## config.mk

```make
export PLATFORM = sky130hd
export DESIGN_NAME = ps2_sw_entry
export DESIGN_NICKNAME = d
export VERILOG_FILES = /design/src/rtl/ps2_sw_entry.sv
export SDC_FILE = /design/constraint.sdc
export NUM_CORES = 1
export LEC_CHECK = 0
export ABC_AREA = 1
export CORE_ASPECT_RATIO = 0.7
export CORE_MARGIN = 2
export CORE_UTILIZATION = 63
export DETAILED_ROUTE_END_ITERATION = 16
export DONT_BUFFER_PORTS = 1
export PLACE_DENSITY = 0.79
export SYNTH_ARGS = -nofsm -noshare
export SYNTH_HDL_FRONTEND = slang
export SYNTH_SLANG_ARGS = --single-unit
```

## constraint.sdc

```tcl
create_clock -name clk -period 2.3 [get_ports clk]
set_input_delay 0.46 -clock clk [delete_from_list [all_inputs] [get_ports clk]]
set_output_delay 0.46 -clock clk [all_outputs]
set_load 0.01 [all_outputs]
```

## src/rtl/ps2_sw_entry.sv

```systemverilog
// PS/2 set-2 keyboard front end. Receives and validates frames, then
// decodes hex digit keys into the 12-bit switch-bank replacement word.
//
// Ports:
//   clk, rst          system clock, async active-low reset
//   ps2_clk, ps2_data raw asynchronous PS/2 lines
//   sw, sw_valid      committed word and its one-cycle update pulse
//   entry, digits     digits typed since last commit/clear, count 0..3
//   scan, scan_valid  last good scan byte and its one-cycle pulse
//   frame_err         one-cycle pulse on start/parity/stop/timeout error
module ps2_sw_entry #(
    parameter int CLK_HZ     = 50_000_000,
    parameter int TIMEOUT_US = 200
) (
    input  logic        clk,
    input  logic        rst,
    input  logic        ps2_clk,
    input  logic        ps2_data,
    output logic [11:0] sw,
    output logic        sw_valid,
    output logic [11:0] entry,
    output logic [1:0]  digits,
    output logic [7:0]  scan,
    output logic        scan_valid,
    output logic        frame_err
);

    localparam int LIMIT = CLK_HZ / 1_000_000 * TIMEOUT_US;
    localparam int CW    = $clog2(LIMIT + 1);
    localparam logic [CW-1:0] LIM = CW'(LIMIT);

    typedef enum logic [1:0] {
        IDLE,
        DATA,
        PARITY,
        STOP
    } state_t;

    // Synchronizers reset to 1 (idle bus) so no false edge after reset.
    logic [1:0] ck_sync;
    logic [1:0] dt_sync;
    logic       ck_prev;
    logic       fall;
    logic       bit_in;

    always_ff @(posedge clk or negedge rst) begin
        if (!rst) begin
            ck_sync <= 2'b11;
            dt_sync <= 2'b11;
            ck_prev <= 1'b1;
        end else begin
            ck_sync <= {ck_sync[0], ps2_clk};
            dt_sync <= {dt_sync[0], ps2_data};
            ck_prev <= ck_sync[1];
        end
    end

    assign fall   = ck_prev & ~ck_sync[1];
    assign bit_in = dt_sync[1];

    // Receiver
    state_t        state, state_n;
    logic [2:0]    bcnt, bcnt_n;
    logic [7:0]    shreg, shreg_n;
    logic          par_ok, par_ok_n;
    logic [CW-1:0] tcnt;
    logic          tmo;
    logic          byte_ok;
    logic          err;

    assign tmo = (state != IDLE) && (tcnt == LIM);

    always_comb begin
        state_n  = state;
        bcnt_n   = bcnt;
        shreg_n  = shreg;
        par_ok_n = par_ok;
        byte_ok  = 1'b0;
        err      = 1'b0;
        if (tmo) begin
            state_n = IDLE;
            err     = 1'b1;
        end else if (fall) begin
            unique case (state)
                IDLE: begin
                    if (!bit_in) begin
                        state_n = DATA;
                        bcnt_n  = 3'd0;
                    end else begin
                        err = 1'b1;
                    end
                end
                DATA: begin
                    shreg_n = {bit_in, shreg[7:1]};
                    bcnt_n  = bcnt + 3'd1;
                    if (bcnt == 3'd7) state_n = PARITY;
                end
                PARITY: begin
                    par_ok_n = ^{shreg, bit_in};
                    state_n  = STOP;
                end
                STOP: begin
                    if (bit_in && par_ok) byte_ok = 1'b1;
                    else                  err     = 1'b1;
                    state_n = IDLE;
                end
                default: state_n = IDLE;
            endcase
        end
    end

    always_ff @(posedge clk or negedge rst) begin
        if (!rst) begin
            state      <= IDLE;
            bcnt       <= 3'd0;
            shreg      <= 8'h00;
            par_ok     <= 1'b0;
            tcnt       <= '0;
            scan       <= 8'h00;
            scan_valid <= 1'b0;
            frame_err  <= 1'b0;
        end else begin
            state      <= state_n;
            bcnt       <= bcnt_n;
            shreg      <= shreg_n;
            par_ok     <= par_ok_n;
            scan_valid <= byte_ok;
            frame_err  <= err;
            if (byte_ok) scan <= shreg;
            // Gap timer only runs inside a frame; each edge restarts it.
            if (state == IDLE || fall) tcnt <= '0;
            else                       tcnt <= tcnt + CW'(1);
        end
    end

    // Decoder
    function automatic logic [4:0] hex_of(input logic [7:0] c);
        logic [4:0] r;
        unique case (c)
            8'h45:   r = 5'h10;
            8'h16:   r = 5'h11;
            8'h1E:   r = 5'h12;
            8'h26:   r = 5'h13;
            8'h25:   r = 5'h14;
            8'h2E:   r = 5'h15;
            8'h36:   r = 5'h16;
            8'h3D:   r = 5'h17;
            8'h3E:   r = 5'h18;
            8'h46:   r = 5'h19;
            8'h1C:   r = 5'h1A;
            8'h32:   r = 5'h1B;
            8'h21:   r = 5'h1C;
            8'h23:   r = 5'h1D;
            8'h24:   r = 5'h1E;
            8'h2B:   r = 5'h1F;
            default: r = 5'h00;
        endcase
        return r;
    endfunction

    logic [4:0] hx;
    logic       brk;
    logic       ext;

    assign hx = hex_of(scan);

    always_ff @(posedge clk or negedge rst) begin
        if (!rst) begin
            sw       <= 12'h000;
            sw_valid <= 1'b0;
            entry    <= 12'h000;
            digits   <= 2'd0;
            brk      <= 1'b0;
            ext      <= 1'b0;
        end else begin
            sw_valid <= 1'b0;
            if (scan_valid) begin
                if (scan == 8'hF0) begin
                    brk <= 1'b1;
                end else if (scan == 8'hE0) begin
                    ext <= 1'b1;
                end else begin
                    // Prefix flags apply to exactly one following code.
                    brk <= 1'b0;
                    ext <= 1'b0;
                    if (!brk && !ext) begin
                        if (hx[4]) begin
                            entry <= {entry[7:0], hx[3:0]};
                            if (digits != 2'd3) digits <= digits + 2'd1;
                        end else if (scan == 8'h5A) begin
                            sw       <= entry;
                            sw_valid <= 1'b1;
                            entry    <= 12'h000;
                            digits   <= 2'd0;
                        end else if (scan == 8'h66) begin
                            entry  <= 12'h000;
                            digits <= 2'd0;
                        end
                    end
                end
            end
        end
    end

endmodule

```

### Word-level counts from Yosys, hierarchy flattened

Index checks and enable logic that the tools add are counted.

* output and inout port bits: 37
* flip-flop bits (word level): 72
* input bits: 4
* word-level logic and storage cells: 112

* reductions and logical operators: 21
* add/subtract/negate cells: 3
* mux-type cells: 34
* eq/ne operators: 31
* bitwise logic cells: 6

Operators by type and width (count)
* $eq 8x6->1 const B: 11
* $pmux 5 s16: 1
* $mux 12: 3
* $eq 8x7->1 const B: 4
* $eq 8x5->1 const B: 3
* $mux 1: 17
* $eq 8x8->1 const B: 2
* $mux 2: 8
* $add 14x1->14 const B: 1
* $eq 14x14->1 const B: 1
* $mux 14: 1
* $reduce_and 6->1: 2
* $reduce_and 3->1: 3
* $reduce_xor 9->1: 1
* $pmux 2 s4: 1
* $ne 2x2->1 const B: 3
* $ne 3x3->1 const B: 2
* $pmux 3 s2: 1
* $reduce_bool 2->1: 3
* $not 1->1: 5
* $reduce_and 5->1: 1
* $eq 2x2->1 const B: 2
* $reduce_and 2->1: 2
* $reduce_and 4->1: 1
* other kinds (13): 16

### Logic depth before layout (Yosys ltp)

* word-level depth: 7
* depth in mapped cells: 14
* gate-level depth less buffers: 13

### Worst setup path after synthesis

OpenSTA, ideal clock, no wires.

* path kind: flip-flop to flip-flop
* start: register state[0]
* end: register shreg[5]
* setup slack: 0.528 ns
* required time: 2.174 ns
* clock period less this slack: 1.772 ns
* cell stages (with the launch flop): 10
* setup time: 0.126 ns
* arrival time: 1.646 ns
* path buffers: 1
* cells stage by stage: dfrtp_1 > inv_1 > ha_1 > nor4_1 > nand4_1 > nand2_2 > nor2_1 > buf_2 > nand2_1 > o21ai_0

* cells in the longest elaborated chain, start to end: 4
* elaborated cells on any way between the ends: 5
* classes of those cells: eq/ne (1); bitwise (1); reduce/logical (3)

Ends and longest elaborated chain
* from (decl): line 62 `state_t state, state_n;`
* from (signal assigned): line 123 `state <= state_n;`
* $reduce_bool 2->1: line 71 `assign tmo = (state != IDLE) && (tcnt == LIM);`
* $logic_and 1x1->1: line 71
* $not 1->1 (no line)
* $reduce_and 3->1 (no line) (*)
* to (signal assigned): line 125 `shreg <= shreg_n;`
* to (decl): line 64 `logic [7:0] shreg, shreg_n;`

Mark *: on every way between the ends. The rest lies on a longest branch, timed or not.
A chain may end at the register's enable or synchronous reset.

### Worst setup path in the final report

* start: register state[0]
* end: register state[0]

* cells in the longest elaborated chain, start to end: 4
* elaborated cells on any way between the ends: 13
* classes of those cells: eq/ne (5); mux (3); reduce/logical (5)

Ends and longest elaborated chain
* $eq 2x2->1 (tied with other cells): line 84 `unique case (state)`
* $pmux 2 s4 / $logic_and 1x1->1 (equally long branches): line 84, 71
* $mux 2 (tied with other cells): line 83 `end else if (fall) begin`
* $mux 2 / $reduce_and 3->1 (equally long branches)

Several ways; a longest one is shown, not always the timed one. The select of a mux whose other input is x is not followed.

==> results.cfg <==
[cells_and_area]
drive_gt1_frac = 0.149
nNetsFinal = 430
final_cell_mix = nand2_1, dfrtp_1, inv_1, o21ai_0, nor2_1
diodes = 0
syn_to_final_growth_pct = 8.18
final_common_cell = nand2_1

[clock_network]
post-cts-setup-buffer-count = 0
clock_path_buffers = 2
root_buffer = clkbuf_8
clkSinkCount = 72
cts_tree = yes
cts_inserted_buffers = 9
clock_latency_ns = 0.35
h-tree-depth = 3
clk_pin_slew_worst_paths_ns = 0.08

[sta]
hold_viol_final = 0
worstMarginPinSlew_ns = 0.540
min_period_ns = 2.01
tns_ns = 0
drv_slew = 0
fin_skew_ns = 0.0102
relSlewSlack = 0.640
finalSetupViolations = 0
fmax_ghz = 0.496
fin_crit_sh = 0.876
rsz0062_at_grt = no
whs_ns = 0.0939

[place]
io_buffers = 0
hpwl_mm = 4.87
gp_congestion = 0.941

[drt]
ant_nets = 0
drc_errors = 0
vias_per_cell = 5.35
first_pass_iters = 4
avgRoutedWirePerCell_um = 13.6
finalWirelength_mm = 6.70
drtIter0Drc = 153
num_vias = 2643

[run]
drv_cap = 0

[power_and_ir_drop]
peakVddDrop_uv = 562
leakagePower_nw = 1.88
total_power_mw = 3.23
power.density_nw_per_um2 = 838

[critical_path]
crit_path_end_kind = register
worstPathArrival_ns = 2.24
path_max_fanout = 6
criticalPathCategory = register to register
worstPathCellList = inv_1, ha_1, nor4_1, nand4_1, a21oi_1, or2_2, nand2_1
worstPathRequired_ns = 2.53
cp-start-kind = register
cp_slowest_cell = dfrtp_1
cpPeakStageDelay_ns = 0.38

[die]
start_util = 0.667
rows = 22
core-area_um2 = 5340
die_area_um2 = 6280
fp.dieW_um = 93.9
die_h_um = 66.9
io_pins = 41

[global_routing]
globalRoute.totalOverflow = 0
grt_use_total = 0.250
antenna_found_initial = 0
grt_pass1_wl_mm = 11.8
grt_pass1_vias = 2618
grt_max_degree = 73

[synth]
syn-instance-count = 409
yosysWarnings = 0
yosys-top-cells-area = dfrtp_1, nand2_1, inv_1, o21ai_0, dfstp_2
avgSynthCellArea_um2 = 8.71
ys_ff_latch = 72
synthesis.nets = 422
netlist_area_um2 = 3560
yosysTopAreaCell = dfrtp_1
yosysSeqAreaShare = 0.508
yosys.cell_types.count = 37
synth_top_area_share = 0.471

[worst_hold_path]
hp-class = input pin to register

[status]
outcome = finished clean
metrics by stage:
| stage | cells | setup WS, ns | utilization | cell area, um2 |
|---|---|---|---|---|
| global placement | 476 | 0.340 | 0.675 | 3610 |
| detailed placement | 476 | 0.165 | 0.675 | 3610 |
| finish | 494 | 0.286 | 0.722 | 3850 |
| floorplan | 409 | 0.528 | - | 3560 |
| global route | 494 | 0.118 | 0.722 | 3850 |
| CTS | 494 | 0.153 | 0.720 | 3850 |
kinds of logic (layout without fill, tap and decap cells):
family | after synthesis | after routing | share of synthesized area
and+or+nand+nor | 180 | 180 | 0.242
DFF | 72 | 72 | 0.508
buffers and inverters | 70 | 83 | 0.0822
AOI/OAI and AO/OA | 69 | 69 | 0.115
adders and majority gates | 9 | 9 | 0.0316
xor gates and xnor gates | 9 | 9 | 0.0221
state kept, by name, indices dropped and copies added, names as in the netlist, 2 cells and up:
signal / flops
ck_sync: 2
dt_sync: 2
bcnt: 3
shreg: 8
sw: 12
entry: 12
digits: 2
scan: 8
tcnt: 14
state: 2
cell usage after synthesis (all sizes together):
library cell	instances
a21boi	1
a21oi	11
a31oi	1
and3	1
buf	6
dfrtp	67
dfstp	5
ha	9
inv	64
nand2	106
nand3	12
nand4	3
nor2	46
nor3	7
nor3b	1
nor4	1
o2111ai	1
o211ai	1
o21a	1
o21ai	45
o22ai	8
or2	3
xnor2	5
xor2	4
power breakdown:
group          switching, mW  internal [mW]
clock                  0.504          0.512
sequential             0.129           1.41
combinational          0.417          0.263
cell type report:
class,count,area [um2]
clock buffer,9,124
tap,72,90.1
timing repair buffer,3,45.0
fill,407,1490
sequential,72,1810
inverter,64,240
clock inverter,7,77.6
multi-input combinational,267,1470
critical path, delay by kind of cell (launching register included):
| family | cells | cell delay (ns) |
|---|---|---|
| flip-flops | 1 | 0.38 |
| buffers and inverters | 1 | 0.08 |
| adder cells (fa/ha/maj) | 1 | 0.26 |
| AND/OR/NAND/NOR | 4 | 0.84 |
| AO/OA/AOI/OAI | 1 | 0.35 |
layer usage:
layer | share of wire | GRT usage | vias up
met2 | 0.45 | 0.371 | 66
met1 | 0.49 | 0.335 | 1263
li1 | - | - | 1306
met3 | 0.052 | 0.0905 | 8
met5 | 0 | 0 | -
met4 | 0.012 | 0.0996 | 0
path summary, 6_finish.rpt:
check | start | end | slack (ns) | depth (start not counted)
max | state[0] | state[0] | 0.29 | 7
min | ps2_clk | ck_sync[0] | 0.09 | 0
max reg2reg | state[0] | state[0] | 0.29 | 7
min reg2reg | dt_sync[0] | dt_sync[1] | 0.36 | 0
max in group asynchronous | rst | dt_sync[1] | 1.34 | 2
min in group asynchronous | rst | tcnt[5] | 0.64 | 2
repair_timing:
action	CTS	global route
endpoints found under the hold margin	72	0
setup endpoints to repair	0	13
gates resized for setup	0	2
hold buffers	2	0
Power figures use the tool's default switching activity.
